## src/rtl/ps2_rx.sv

```systemverilog
// PS/2 device-to-host receiver: synchronizes ps2_clk/ps2_dat, deserializes 11-bit frames and buffers good bytes in a FWFT FIFO.
// Optional frame timeout is enabled by defining PS2_RX_TIMEOUT_EN.
module ps2_rx #(
  parameter int DEPTH          = 8,
  parameter int TIMEOUT_CYCLES = 50000,
  localparam int AW            = $clog2(DEPTH)
) (
  input  logic          clock,
  input  logic          reset,
  input  logic          ps2_clk,
  input  logic          ps2_dat,
  output logic [7:0]    rd_data,
  output logic          rd_valid,
  input  logic          rd_ready,
  output logic [AW:0]   count,
  output logic          frame_err,
  output logic          overflow,
  input  logic          clr_err,
  output logic [1:0]    fsm_state
);

  typedef enum logic [1:0] {IDLE = 2'd0, DATA = 2'd1, PARITY = 2'd2, STOP = 2'd3} state_t;

  state_t      state, state_n;
  logic [2:0]  clk_sync;
  logic [1:0]  dat_sync;
  logic        fall;
  logic        dat;
  logic [2:0]  bitcnt, bitcnt_n;
  logic [7:0]  shreg, shreg_n;
  logic        par, par_n;
  logic        good, bad;
  logic        timeout_hit;

  logic [7:0]  mem [DEPTH];
  logic [AW:0] wptr, rptr;
  logic        full, push, pop;

  always_ff @(posedge clock or posedge reset) begin
    if (reset) begin
      clk_sync <= 3'b111;
      dat_sync <= 2'b11;
    end else begin
      clk_sync <= {clk_sync[1:0], ps2_clk};
      dat_sync <= {dat_sync[0], ps2_dat};
    end
  end

  assign fall = clk_sync[2] & ~clk_sync[1];
  assign dat  = dat_sync[1];

`ifdef PS2_RX_TIMEOUT_EN
  localparam int TW = $clog2(TIMEOUT_CYCLES + 1);
  logic [TW-1:0] tmo_cnt;

  // Counter only runs mid-frame; every falling edge restarts the window.
  always_ff @(posedge clock or posedge reset) begin
    if (reset) begin
      tmo_cnt <= '0;
    end else if (state == IDLE || fall) begin
      tmo_cnt <= '0;
    end else if (!timeout_hit) begin
      tmo_cnt <= tmo_cnt + 1'b1;
    end
  end

  assign timeout_hit = (state != IDLE) && (tmo_cnt == TW'(TIMEOUT_CYCLES));
`else
  assign timeout_hit = 1'b0;
`endif

  always_ff @(posedge clock or posedge reset) begin
    if (reset) begin
      state  <= IDLE;
      bitcnt <= '0;
      shreg  <= '0;
      par    <= 1'b0;
    end else begin
      state  <= state_n;
      bitcnt <= bitcnt_n;
      shreg  <= shreg_n;
      par    <= par_n;
    end
  end

  always_comb begin
    state_n  = state;
    bitcnt_n = bitcnt;
    shreg_n  = shreg;
    par_n    = par;
    good     = 1'b0;
    bad      = 1'b0;
    if (fall) begin
      case (state)
        IDLE: begin
          if (!dat) begin
            state_n  = DATA;
            bitcnt_n = 3'd0;
          end
        end
        DATA: begin
          shreg_n  = {dat, shreg[7:1]};
          bitcnt_n = bitcnt + 3'd1;
          if (bitcnt == 3'd7) state_n = PARITY;
        end
        PARITY: begin
          par_n   = dat;
          state_n = STOP;
        end
        STOP: begin
          // Odd parity: data bits plus parity bit must contain an odd number of ones.
          if (dat && ((^shreg) ^ par)) good = 1'b1;
          else                         bad  = 1'b1;
          state_n = IDLE;
        end
        default: state_n = IDLE;
      endcase
    end else if (timeout_hit) begin
      state_n = IDLE;
      shreg_n = '0;
      bad     = 1'b1;
    end
  end

  assign fsm_state = state;

  // Extra wrap bit distinguishes full from empty when the index bits match.
  assign full     = (wptr[AW] != rptr[AW]) && (wptr[AW-1:0] == rptr[AW-1:0]);
  assign rd_valid = (wptr != rptr);
  assign count    = wptr - rptr;
  assign push     = good & ~full;
  assign pop      = rd_valid & rd_ready;
  assign rd_data  = rd_valid ? mem[rptr[AW-1:0]] : 8'h00;

  always_ff @(posedge clock) begin
    if (push) mem[wptr[AW-1:0]] <= shreg;
  end

  always_ff @(posedge clock or posedge reset) begin
    if (reset) begin
      wptr      <= '0;
      rptr      <= '0;
      frame_err <= 1'b0;
      overflow  <= 1'b0;
    end else begin
      if (push) wptr <= wptr + 1'b1;
      if (pop)  rptr <= rptr + 1'b1;
      if (bad)          frame_err <= 1'b1;
      else if (clr_err) frame_err <= 1'b0;
      if (good && full) overflow <= 1'b1;
      else if (clr_err) overflow <= 1'b0;
    end
  end

endmodule
```

## config.mk

```make
export PLATFORM = sky130hd
export DESIGN_NAME = ps2_rx
export DESIGN_NICKNAME = d
export VERILOG_FILES = /design/src/rtl/ps2_rx.sv
export SDC_FILE = /design/constraint.sdc
export NUM_CORES = 1
export LEC_CHECK = 0
export ABC_CLOCK_PERIOD_IN_PS = 3500
export CELL_PAD_IN_SITES_DETAIL_PLACEMENT = 1
export CELL_PAD_IN_SITES_GLOBAL_PLACEMENT = 1
export CORE_MARGIN = 10
export CORE_UTILIZATION = 46
export CTS_CLUSTER_SIZE = 10
export DETAILED_ROUTE_END_ITERATION = 8
export GPL_TIMING_DRIVEN = 0
export PLACE_DENSITY = 0.73
export SYNTH_ARGS = -nofsm -noshare
export SYNTH_HDL_FRONTEND = slang
export SYNTH_SLANG_ARGS = --single-unit
```

## constraint.sdc

```tcl
create_clock -name clock -period 3.5 [get_ports clock]
set_input_delay 0.7 -clock clock [delete_from_list [all_inputs] [get_ports clock]]
set_output_delay 0.7 -clock clock [all_outputs]
set_load 0.05 [all_outputs]
```

==> PnR_summary.wiki, run 1 <==
{| class="wikitable"
! Metric !! Value
|-
| Outcome || finished, final reports clean
|-
| DRC violations left || 0
|-
| Die X || 113.6 um
|-
| Pin count of the biggest net entering global routing || 30
|-
| Worst hold path type || flop to flop
|-
| Crit Path Class || flop to output pin
|-
| Core Util, Final || 54.11%
|-
| Area occupied by multi-input gates || 1356 sq um
|-
| Maximum achievable frequency || 298.2 MHz
|-
| Total gr overflow || 0
|-
| Synth warnings || 0
|-
| Final cell area excluding filler cells || 4673 sq um
|-
| Die height || 113.6 um
|-
| Number of nets at the end of the flow || 300
|-
| Worst skew pair latency || 0.35 ns
|-
| Commonest cells after routing, fill and taps aside || sky130_fd_sc_hd__edfxtp_1, sky130_fd_sc_hd__nand2_1, sky130_fd_sc_hd__dfrtp_1
|-
| Async SR Flop Fraction || 31.18%
|-
| Worst-path maximum fanout || 8
|-
| Post-route minimum period || 3.354 ns
|-
| Fillers || 802
|-
| Sinks on Clock Net || 93
|-
| Remaining antenna violation count after routing || 0
|-
| I/O pin cnt || 23
|-
| Global-route wire length before repair || 13280 um
|-
| Detailed-router iteration count before antenna repair || 4
|-
| WHS || 0.3582 ns
|-
| Number of hold buffers added after CTS || 0
|-
| Quantity of I/O buffers inserted on ports || 22
|-
| Antenna violations before repair || 0
|-
| Bufs on Longest Clock Path || 2
|-
| Element type at the critical path end || output pin
|-
| Mapped Cells || 246
|-
| Sequential element share of the synthesized area || 65.81%
|-
| Crit share post-route || 95.83%
|-
| Routed wirelength normalized by instance count || 20.45 um
|-
| Post-synthesis register bit count || 93
|-
| Slew Limit Fails || 0
|-
| Die outline area || 12910 sq um
|-
| Summed instance area of the synthesized netlist || 4033 sq um
|-
| RSZ-0062 raised after global routing || false
|-
| Most frequent standard cell in the layout excluding fill and tap cells || sky130_fd_sc_hd__edfxtp_1
|-
| CTS tree || yes
|-
| Number of global-route vias before repair || 2410
|-
| Main flop type after synthesis || sky130_fd_sc_hd__edfxtp_1
|-
| H-tree levels || 3
|-
| Clk slew on worst S/H paths || 0.08 ns
|-
| Critical path arrival || 2.65 ns
|-
| Post-CTS setup buffer count || 0
|-
| Combined global-route utilization of all metal layers || 13.34%
|-
| Setup violators final || 0
|-
| Via total after detailed routing || 2150
|-
| # diodes || 0
|-
| Synthesis-to-layout area growth || 15.89%
|-
| Combined flip-flop and latch cell area || 2655 sq um
|-
| Post-Syn Nets || 264
|-
| Average cell area after synthesis || 16.39 sq um
|-
| Share of post-route cells with drive strength above 1 || 30.66%
|-
| Critical path startpoint category || flop
|-
| Effective utilization at floorplan || 46.70%
|-
| Power Total || 4309 uW
|-
| Static leakage || 0.001752 uW
|-
| Worst Max-Slew Pin Slew || 1.110 ns
|-
| Initial drt markers || 92
|-
| Maximum ir drop on the vdd rail || 0.4956 mV
|-
| RePlAce Congestion || 0.7391
|-
| Placement-stage cell area || 4492 sq um
|-
| Power per Cell Area || 922.1 nW/um^2
|-
| Worst clock skew on the final layout || 0.01488 ns
|-
| Worst EP required || 2.80 ns
|-
| Clock tree root driver cell || sky130_fd_sc_hd__clkbuf_8
|-
| Post-synth EDFFs || 64
|-
| Max_slew headroom || 25.94%
|-
| Detailed-route vias per instance || 5.443
|-
| Max-cap violation count || 0
|-
| CTS Buf Count || 9
|-
| HPWL after detailed placement || 5594 um
|-
| Hold Fails Final Rpt || 0
|-
| Number of standard-cell rows in the floorplan || 34
|-
| Count of unique library cells instantiated by Yosys || 42
|-
| Wire length after detailed routing || 8076 um
|-
| Core box area || 8636 sq um
|}
final cells by class:
| type | instances | area share, % |
|---|---|---|
| flip-flops and latches | 93 | 56.81 |
| multi-input cells | 128 | 29.02 |
| inverters | 16 | 1.312 |
| plain buffers | 7 | 1.151 |
| well taps | 108 | 2.892 |
| repair buffers | 27 | 4.712 |
| clock buffers | 11 | 2.811 |
| clock inverters | 5 | 1.285 |
state kept, by name, indices dropped and copies added (netlist names), 2 cells and up:
register   count
fsm_state      2
rptr           4
wptr           4
mem           64
shreg          8
clk_sync       3
dat_sync       2
bitcnt         3
cell usage after synthesis, drive strengths merged, types with 4 or more instances:
master   count  area [sq um]
a2111oi      6         77.57
a21oi       10         50.05
buf          4         18.76
clkbuf       5         18.77
dfrtp       24         600.6
dfstp        5         131.4
edfxtp      64          1922
ha          11         137.6
inv         15         56.30
mux2        11         127.6
mux2i        4         52.55
mux4        16         360.4
nand2       24         90.09
nor4         5         31.28
o21ai        5         25.02
xnor2       10         87.58
layer usage:
layer / GRT usage [%] / wire length, um
met3: 3.360 / 247
met2: 22.87 / 4227
met4: 4.992 / 137
met5: 0 / 0
met1: 15.78 / 3464
what timing repair did:
| action | in CTS | in global routing |
|---|---|---|
| hold endpoints to repair | 0 | 0 |
| pin swaps | 0 | 0 |
| resized for setup | 54 | 5 |
| setup endpoints to repair | 77 | 22 |
critical path: stages, from the launching register on:
cell	delay (ns)
sky130_fd_sc_hd__dfrtp_1	0.39
sky130_fd_sc_hd__clkbuf_1	0.40
sky130_fd_sc_hd__inv_1	0.16
sky130_fd_sc_hd__fa_1	0.50
sky130_fd_sc_hd__inv_1	0.06
sky130_fd_sc_hd__clkdlybuf4s50_1	0.79
metrics by stage:
step / TNS (ns) / instances / setup slack [ns]
4_1_cts: 0 / 395 / 0.01811
3_5_place_dp: -47.84 / 381 / -1.188
6_report: 0 / 395 / 0.1461
2_1_floorplan: -4.453 / 246 / -0.1113
3_3_place_gp: -87.92 / 376 / -1.715
5_1_grt: 0 / 395 / 0.007663
cell families (layout without fill, tap and decap cells):
logic type               count (synthesis)  in the layout  synth area share (%)
XOR/XNOR                                16             16                 4.716
buffers and inverters                   25             66                 2.420
multiplexers                            31             31                 13.40
flip-flops                              93             93                 65.81
adder cells (fa/ha/maj)                 12             12                 3.909
AND/OR/NAND/NOR                         43             43                 4.903
AO/OA/AOI/OAI                           26             26                 4.840
report_power, final:
part	total, uW	switching, uW	internal [uW]	leakage, uW
Clock	701	368	334	0.0000939
Sequential	1560	197	1360	0.000947
Combinational	2050	1260	785	0.000711
final timing paths:
| check | endpoint | slack (ns) | cells past startpoint | from |
|---|---|---|---|---|
| max | count[1] | 0.15 | 5 | wptr[1]$_DFFE_PP0P_ |
| min | clk_sync[1]$_DFF_PP1_ | 0.36 | 0 | clk_sync[0]$_DFF_PP1_ |
| max reg2reg | mem[2][2]$_DFFE_PP_ | 0.22 | 8 | rptr[1]$_DFFE_PP0P_ |
| min reg2reg | clk_sync[1]$_DFF_PP1_ | 0.36 | 0 | clk_sync[0]$_DFF_PP1_ |
| max in group asynchronous | rptr[2]$_DFFE_PP0P_ | 1.84 | 2 | reset |
| min in group asynchronous | rptr[1]$_DFFE_PP0P_ | 0.92 | 2 | reset |
Power figures use the tool's default switching activity.
==> run 2, diff against run 1 <==
--- a/config.mk
+++ b/config.mk
@@ -5,7 +5,7 @@
 export SDC_FILE = /design/constraint.sdc
 export NUM_CORES = 1
 export LEC_CHECK = 0
-export ABC_CLOCK_PERIOD_IN_PS = 3500
+export ABC_CLOCK_PERIOD_IN_PS = 2800
 export CELL_PAD_IN_SITES_DETAIL_PLACEMENT = 1
 export CELL_PAD_IN_SITES_GLOBAL_PLACEMENT = 1
 export CORE_MARGIN = 10
==> constraint.sdc (replaced) <==
create_clock -name clock -period 2.8 [get_ports clock]
set_input_delay 0.56 -clock clock [delete_from_list [all_inputs] [get_ports clock]]
set_output_delay 0.56 -clock clock [all_outputs]
set_load 0.05 [all_outputs]
==> run 2 against run 1 <==
Sequential power up 24%. Sequential share of layout area is 4.1 points lower. Global-route usage up 0.27 points. Clock skew is 0.00057 ns lower. Via count rose by 3.6%.
==> PnR_summary.wiki, run 2 (synthesis results as in run 1) <==
{| class="wikitable"
! Metric !! Value
|-
| Outcome || finished, final reports clean
|-
| Number of standard-cell rows in the floorplan || 34
|-
| Crit Path Class || flop to output pin
|-
| Wire length after detailed routing || 8388 um
|-
| Worst skew pair latency || 0.36 ns
|-
| Worst Max-Slew Pin Slew || 1.134 ns
|-
| Initial drt markers || 97
|-
| Die X || 113.6 um
|-
| Slew Limit Fails || 0
|-
| Sinks on Clock Net || 93
|-
| Clk slew on worst S/H paths || 0.10 ns
|-
| Capture instance of the worst register-to-register path || mem[2][6]$_DFFE_PP_
|-
| Critical Path Max Stage Delay || 0.37 ns
|-
| Source of the worst hold timing path || clk_sync[0]$_DFF_PP1_
|-
| Number of nets at the end of the flow || 309
|-
| Buf/Inv on CP || 6
|-
| Reg2reg path depth || 6
|-
| Via total after detailed routing || 2228
|-
| Fillers || 790
|-
| Antenna violations before repair || 0
|-
| Static leakage || 0.001863 uW
|-
| Post-route minimum period || 2.698 ns
|-
| Clock tree root driver cell || sky130_fd_sc_hd__clkbuf_8
|-
| HPWL after detailed placement || 5810 um
|-
| Worst path cell trace || clkbuf_8 > clkinv_8 > ha_4 > and3_4 > buf_8 > nor2b_4 > buf_6 > inv_2 > buf_6
|-
| Slowest stage cell, crit path || sky130_fd_sc_hd__dfrtp_1
|-
| Max_slew headroom || 24.32%
|-
| Combined global-route utilization of all metal layers || 13.61%
|-
| Kind of cell adding the most delay to the critical path || buffers and inverters
|-
| Element type at the critical path end || output pin
|-
| Core box area || 8636 sq um
|-
| Worst reg2reg startpoint || shreg[3]$_DFFE_PP0P_
|-
| H-tree levels || 3
|-
| Maximum ir drop on the vdd rail || 0.5567 mV
|-
| Critical path arrival || 2.14 ns
|-
| Share of post-route cells with drive strength above 1 || 37.16%
|-
| Routed wirelength normalized by instance count || 20.76 um
|-
| Power per Cell Area || 1166 nW/um^2
|-
| Commonest cells after routing, fill and taps aside || sky130_fd_sc_hd__edfxtp_1, sky130_fd_sc_hd__nand2_1, sky130_fd_sc_hd__dfrtp_1
|-
| Crit path to || rd_valid
|-
| Max reg flops || 64
|-
| Final cell area excluding filler cells || 5041 sq um
|-
| Critical path startpoint category || flop
|-
| Detailed-route vias per instance || 5.515
|-
| Bufs on Longest Clock Path || 2
|-
| Number of global-route vias before repair || 2502
|-
| Setup slack on the worst flop-to-flop path || 0.18 ns
|-
| Setup WS pre-CTS || -0.7105 ns
|-
| Setup violators final || 0
|-
| Remaining antenna violation count after routing || 0
|-
| Effective utilization at floorplan || 46.70%
|-
| Start point of the critical path || rptr[2]$_DFFE_PP0P_
|-
| Instance count along the most critical hold path || 0
|-
| Worst EP required || 2.24 ns
|-
| Pin count of the biggest net entering global routing || 30
|-
| Worst hold path type || flop to flop
|-
| Synthesis-to-layout area growth || 25.01%
|-
| Detailed-router iteration count before antenna repair || 4
|-
| Quantity of I/O buffers inserted on ports || 22
|-
| Worst-path maximum fanout || 9
|-
| Dominant cell type by count on the critical path || sky130_fd_sc_hd__buf_6
|-
| CP Depth || 9
|-
| Maximum achievable frequency || 370.7 MHz
|-
| Placement-stage cell area || 4568 sq um
|-
| Area occupied by multi-input gates || 1498 sq um
|-
| Total gr overflow || 0
|-
| Crit share post-route || 96.34%
|-
| Least setup slack across all paths after layout || 0.1024 ns
|-
| Die outline area || 12910 sq um
|-
| CTS Buf Count || 9
|-
| DRC violations left || 0
|-
| Power Total || 5880 uW
|-
| Hold Fails Final Rpt || 0
|-
| Max-cap violation count || 0
|-
| I/O pin cnt || 23
|-
| Worst clock skew on the final layout || 0.01431 ns
|-
| Combined flip-flop and latch cell area || 2658 sq um
|-
| Die height || 113.6 um
|-
| RePlAce Congestion || 0.7210
|-
| Global-route wire length before repair || 13570 um
|-
| CTS tree || yes
|-
| Most frequent standard cell in the layout excluding fill and tap cells || sky130_fd_sc_hd__edfxtp_1
|-
| RSZ-0062 raised after global routing || true
|-
| # diodes || 0
|}
run 2: how the worst min path moves through the flow:
| stage | end |
|---|---|
| floorplan | clk_sync[1]$_DFF_PP1_ |
| global placement | dat_sync[1]$_DFF_PP1_ |
| detailed placement | clk_sync[1]$_DFF_PP1_ |
| CTS | clk_sync[1]$_DFF_PP1_ |
| global route | clk_sync[1]$_DFF_PP1_ |
| finish | clk_sync[1]$_DFF_PP1_ |
run 2: timing repair:
action	in CTS	in global routing
pin swaps	4	3
gates resized for setup	77	30
gates cloned	0	1
setup endpoints to repair	77	59
hold buffers	0	0
setup buffers	8	4
endpoints found under the hold margin	0	0
run 2: cell type report:
type                       instances  area share, %
inverter                          16          1.489
buffer                             8          1.961
clock inverter                     7          1.315
sequential                        93          52.72
timing repair buffer              35          7.669
tap                              108          2.681
multi-input combinational        128          29.71
clock buffer                       9          2.457
run 2: report_power, final:
part / switching (uW) / leakage [uW] / internal [uW]
clock: 518 / 0.0000987 / 348
combinational: 1780 / 0.000820 / 1290
sequential: 231 / 0.000944 / 1710
total: 2530 / 0.00186 / 3350
run 2: per-layer routing:
layer  GRT usage (%)  wire length (um)  up-vias
met5               0                 0        -
met4           4.315                77        0
met3           2.730               206        7
met2           24.17              4455       29
met1           16.12              3648     1173
li1                -                 -     1019
run 2: stage by stage:
| step | setup TNS, ns | std cells | utilization, % | hold WS [ns] |
|---|---|---|---|---|
| 2_1_floorplan | 0 | 246 | - | 0.3452 |
| 3_3_place_gp | -23.79 | 376 | 52.90 | 0.3477 |
| 3_5_place_dp | -26.37 | 376 | 52.90 | 0.3479 |
| 4_1_cts | 0 | 399 | 56.77 | 0.3633 |
| 5_1_grt | -0.008860 | 404 | 58.37 | 0.3646 |
| 6_report | 0 | 404 | 58.37 | 0.3615 |
==> run 3, diff against run 2 <==
--- a/config.mk
+++ b/config.mk
@@ -14,6 +14,7 @@
 export DETAILED_ROUTE_END_ITERATION = 8
 export GPL_TIMING_DRIVEN = 0
 export PLACE_DENSITY = 0.73
+export SLEW_MARGIN = 20
 export SYNTH_ARGS = -nofsm -noshare
 export SYNTH_HDL_FRONTEND = slang
 export SYNTH_SLANG_ARGS = --single-unit
==> run 3 against run 2 <==
Hold slack is the same. Worst setup slack is the same. Register-to-register slack is essentially flat. Final cell count is the same. Power is essentially flat. Global-route usage is the same. Clock power is essentially flat. Sequential power is essentially flat. Clock-buffer cell count is the same. Flip-flop and latch count is the same. Critical path type unchanged. Largest cell class unchanged. Highest routed layer unchanged.
==> PnR_summary.wiki, run 3 (synthesis results as in run 1) <==
{| class="wikitable"
! Metric !! Value
|-
| Slowest stage cell, crit path || sky130_fd_sc_hd__dfrtp_1
|-
| Bufs on Longest Clock Path || 2
|-
| Post-route minimum period || 2.698 ns
|-
| Area occupied by multi-input gates || 1498 sq um
|-
| Worst EP required || 2.24 ns
|-
| Routed wirelength normalized by instance count || 20.76 um
|-
| Total gr overflow || 0
|-
| Final-layout setup total negative slack || 0 ns
|-
| Hold Fails Final Rpt || 0
|-
| Crit Path Class || flop to output pin
|-
| Die outline area || 12910 sq um
|-
| WHS || 0.3615 ns
|-
| Commonest cells after routing, fill and taps aside || sky130_fd_sc_hd__edfxtp_1, sky130_fd_sc_hd__nand2_1, sky130_fd_sc_hd__dfrtp_1
|-
| Critical path startpoint category || flop
|-
| Slew Limit Fails || 0
|-
| Setup violators final || 0
|-
| Number of hold buffers added after CTS || 0
|-
| Max-cap violation count || 0
|-
| Number of standard-cell rows in the floorplan || 34
|-
| Quantity of I/O buffers inserted on ports || 22
|-
| Outcome || finished, final reports clean
|-
| Antenna violations before repair || 0
|-
| Setup WS pre-CTS || -0.7105 ns
|-
| RePlAce Congestion || 0.7210
|-
| Non-Filler Instances || 404
|-
| Fillers || 790
|-
| Synthesis-to-layout area growth || 25.01%
|-
| # diodes || 0
|-
| Worst clock skew on the final layout || 0.01431 ns
|-
| Dominant cell type by count on the critical path || sky130_fd_sc_hd__buf_6
|-
| Pin count of the biggest net entering global routing || 30
|-
| Source of the worst hold timing path || clk_sync[0]$_DFF_PP1_
|-
| Core box area || 8636 sq um
|-
| Detailed-router iteration count before antenna repair || 4
|-
| RSZ-0062 raised after global routing || true
|-
| Combined global-route utilization of all metal layers || 13.61%
|-
| Share of post-route cells with drive strength above 1 || 37.50%
|-
| I/O pin cnt || 23
|-
| Element type at the critical path end || output pin
|-
| Power per Cell Area || 1166 nW/um^2
|-
| H-tree levels || 3
|-
| Detailed-route vias per instance || 5.515
|-
| Max reg flops || 64
|-
| Via total after detailed routing || 2228
|-
| CTS tree || yes
|-
| Worst-path maximum fanout || 9
|-
| Effective utilization at floorplan || 46.70%
|-
| Worst hold path type || flop to flop
|-
| Max_slew headroom || 55.94%
|-
| Wire length after detailed routing || 8388 um
|-
| Initial drt markers || 97
|-
| Start point of the critical path || rptr[2]$_DFFE_PP0P_
|-
| Clock tree root driver cell || sky130_fd_sc_hd__clkbuf_8
|-
| Count of placed standard cells including taps || 376
|-
| Most frequent standard cell in the layout excluding fill and tap cells || sky130_fd_sc_hd__edfxtp_1
|-
| DRC violations left || 0
|-
| Worst skew pair latency || 0.36 ns
|-
| HPWL after detailed placement || 5810 um
|-
| Least setup slack across all paths after layout || 0.1024 ns
|-
| Maximum ir drop on the vdd rail || 0.5567 mV
|-
| Worst reg2reg startpoint || shreg[3]$_DFFE_PP0P_
|-
| Critical path arrival || 2.14 ns
|-
| Die X || 113.6 um
|-
| Maximum achievable frequency || 370.7 MHz
|-
| Crit share post-route || 96.34%
|-
| CTS Buf Count || 9
|-
| Worst path cell trace || clkbuf_8 > clkinv_8 > ha_4 > and3_4 > buf_8 > nor2b_4 > buf_6 > inv_2 > buf_6
|-
| Sinks on Clock Net || 93
|-
| Combined flip-flop and latch cell area || 2658 sq um
|-
| Worst Max-Slew Pin Slew || 0.6608 ns
|-
| Die height || 113.6 um
|-
| Remaining antenna violation count after routing || 0
|-
| Global-route wire length before repair || 13570 um
|-
| Static leakage || 0.001862 uW
|-
| Number of global-route vias before repair || 2502
|-
| Core Util, Final || 58.37%
|-
| Number of nets at the end of the flow || 309
|-
| Clk slew on worst S/H paths || 0.10 ns
|-
| Critical Path Max Stage Delay || 0.37 ns
|}
[run 3: routing by layer]
metal,GRT usage (%),vias to the layer above,part of all wire [%]
met5,0,-,0
met4,4.315,0,0.92
met3,2.730,7,2.5
met2,24.17,29,53
met1,16.12,1173,44
li1,-,1019,-
[run 3: critical path, delay by kind of cell, from the launching register on]
kind                       cells  cell delay, ns
adders and majority gates      1            0.30
buffers and inverters          6            0.73
DFF                            1            0.37
and+or+nand+nor                2            0.38
[run 3: path summary, 6_finish.rpt]
| check | cells past startpoint | end | slack (ns) |
|---|---|---|---|
| setup / recovery | 9 | rd_valid | 0.10 |
| hold / removal | 0 | clk_sync[1]$_DFF_PP1_ | 0.36 |
| setup reg to reg | 6 | mem[2][6]$_DFFE_PP_ | 0.18 |
| hold reg to reg | 0 | clk_sync[1]$_DFF_PP1_ | 0.36 |
| max in group asynchronous | 2 | shreg[1]$_DFFE_PP0P_ | 1.75 |
| min in group asynchronous | 2 | rptr[0]$_DFFE_PP0P_ | 0.60 |
[run 3: metrics by stage]
step	total power, uW	area [sq um]
after floorplan	4008	4213
after global placement	4748	4568
after detailed placement	4821	4568
after CTS	5763	4902
after global routing	6206	5041
final	5880	5041
[run 3: final cells by class]
class / count / area share (%)
sequential: 93 / 52.72
multi-input combinational: 128 / 29.71
timing repair buffer: 35 / 7.669
tap: 108 / 2.681
clock buffer: 9 / 2.457
buffer: 8 / 1.961
inverter: 16 / 1.489
clock inverter: 7 / 1.315
[run 3: repair_timing]
| action | CTS | global route |
|---|---|---|
| endpoints found under the setup margin | 77 | 59 |
| resized for setup | 77 | 30 |
| pin swaps | 4 | 3 |
| gates cloned | 0 | 1 |
| buffers inserted | 8 | 4 |
[run 3: power by group]
part	internal, uW	switching, uW
clock network	348	518
logic	1290	1780
registers	1710	231
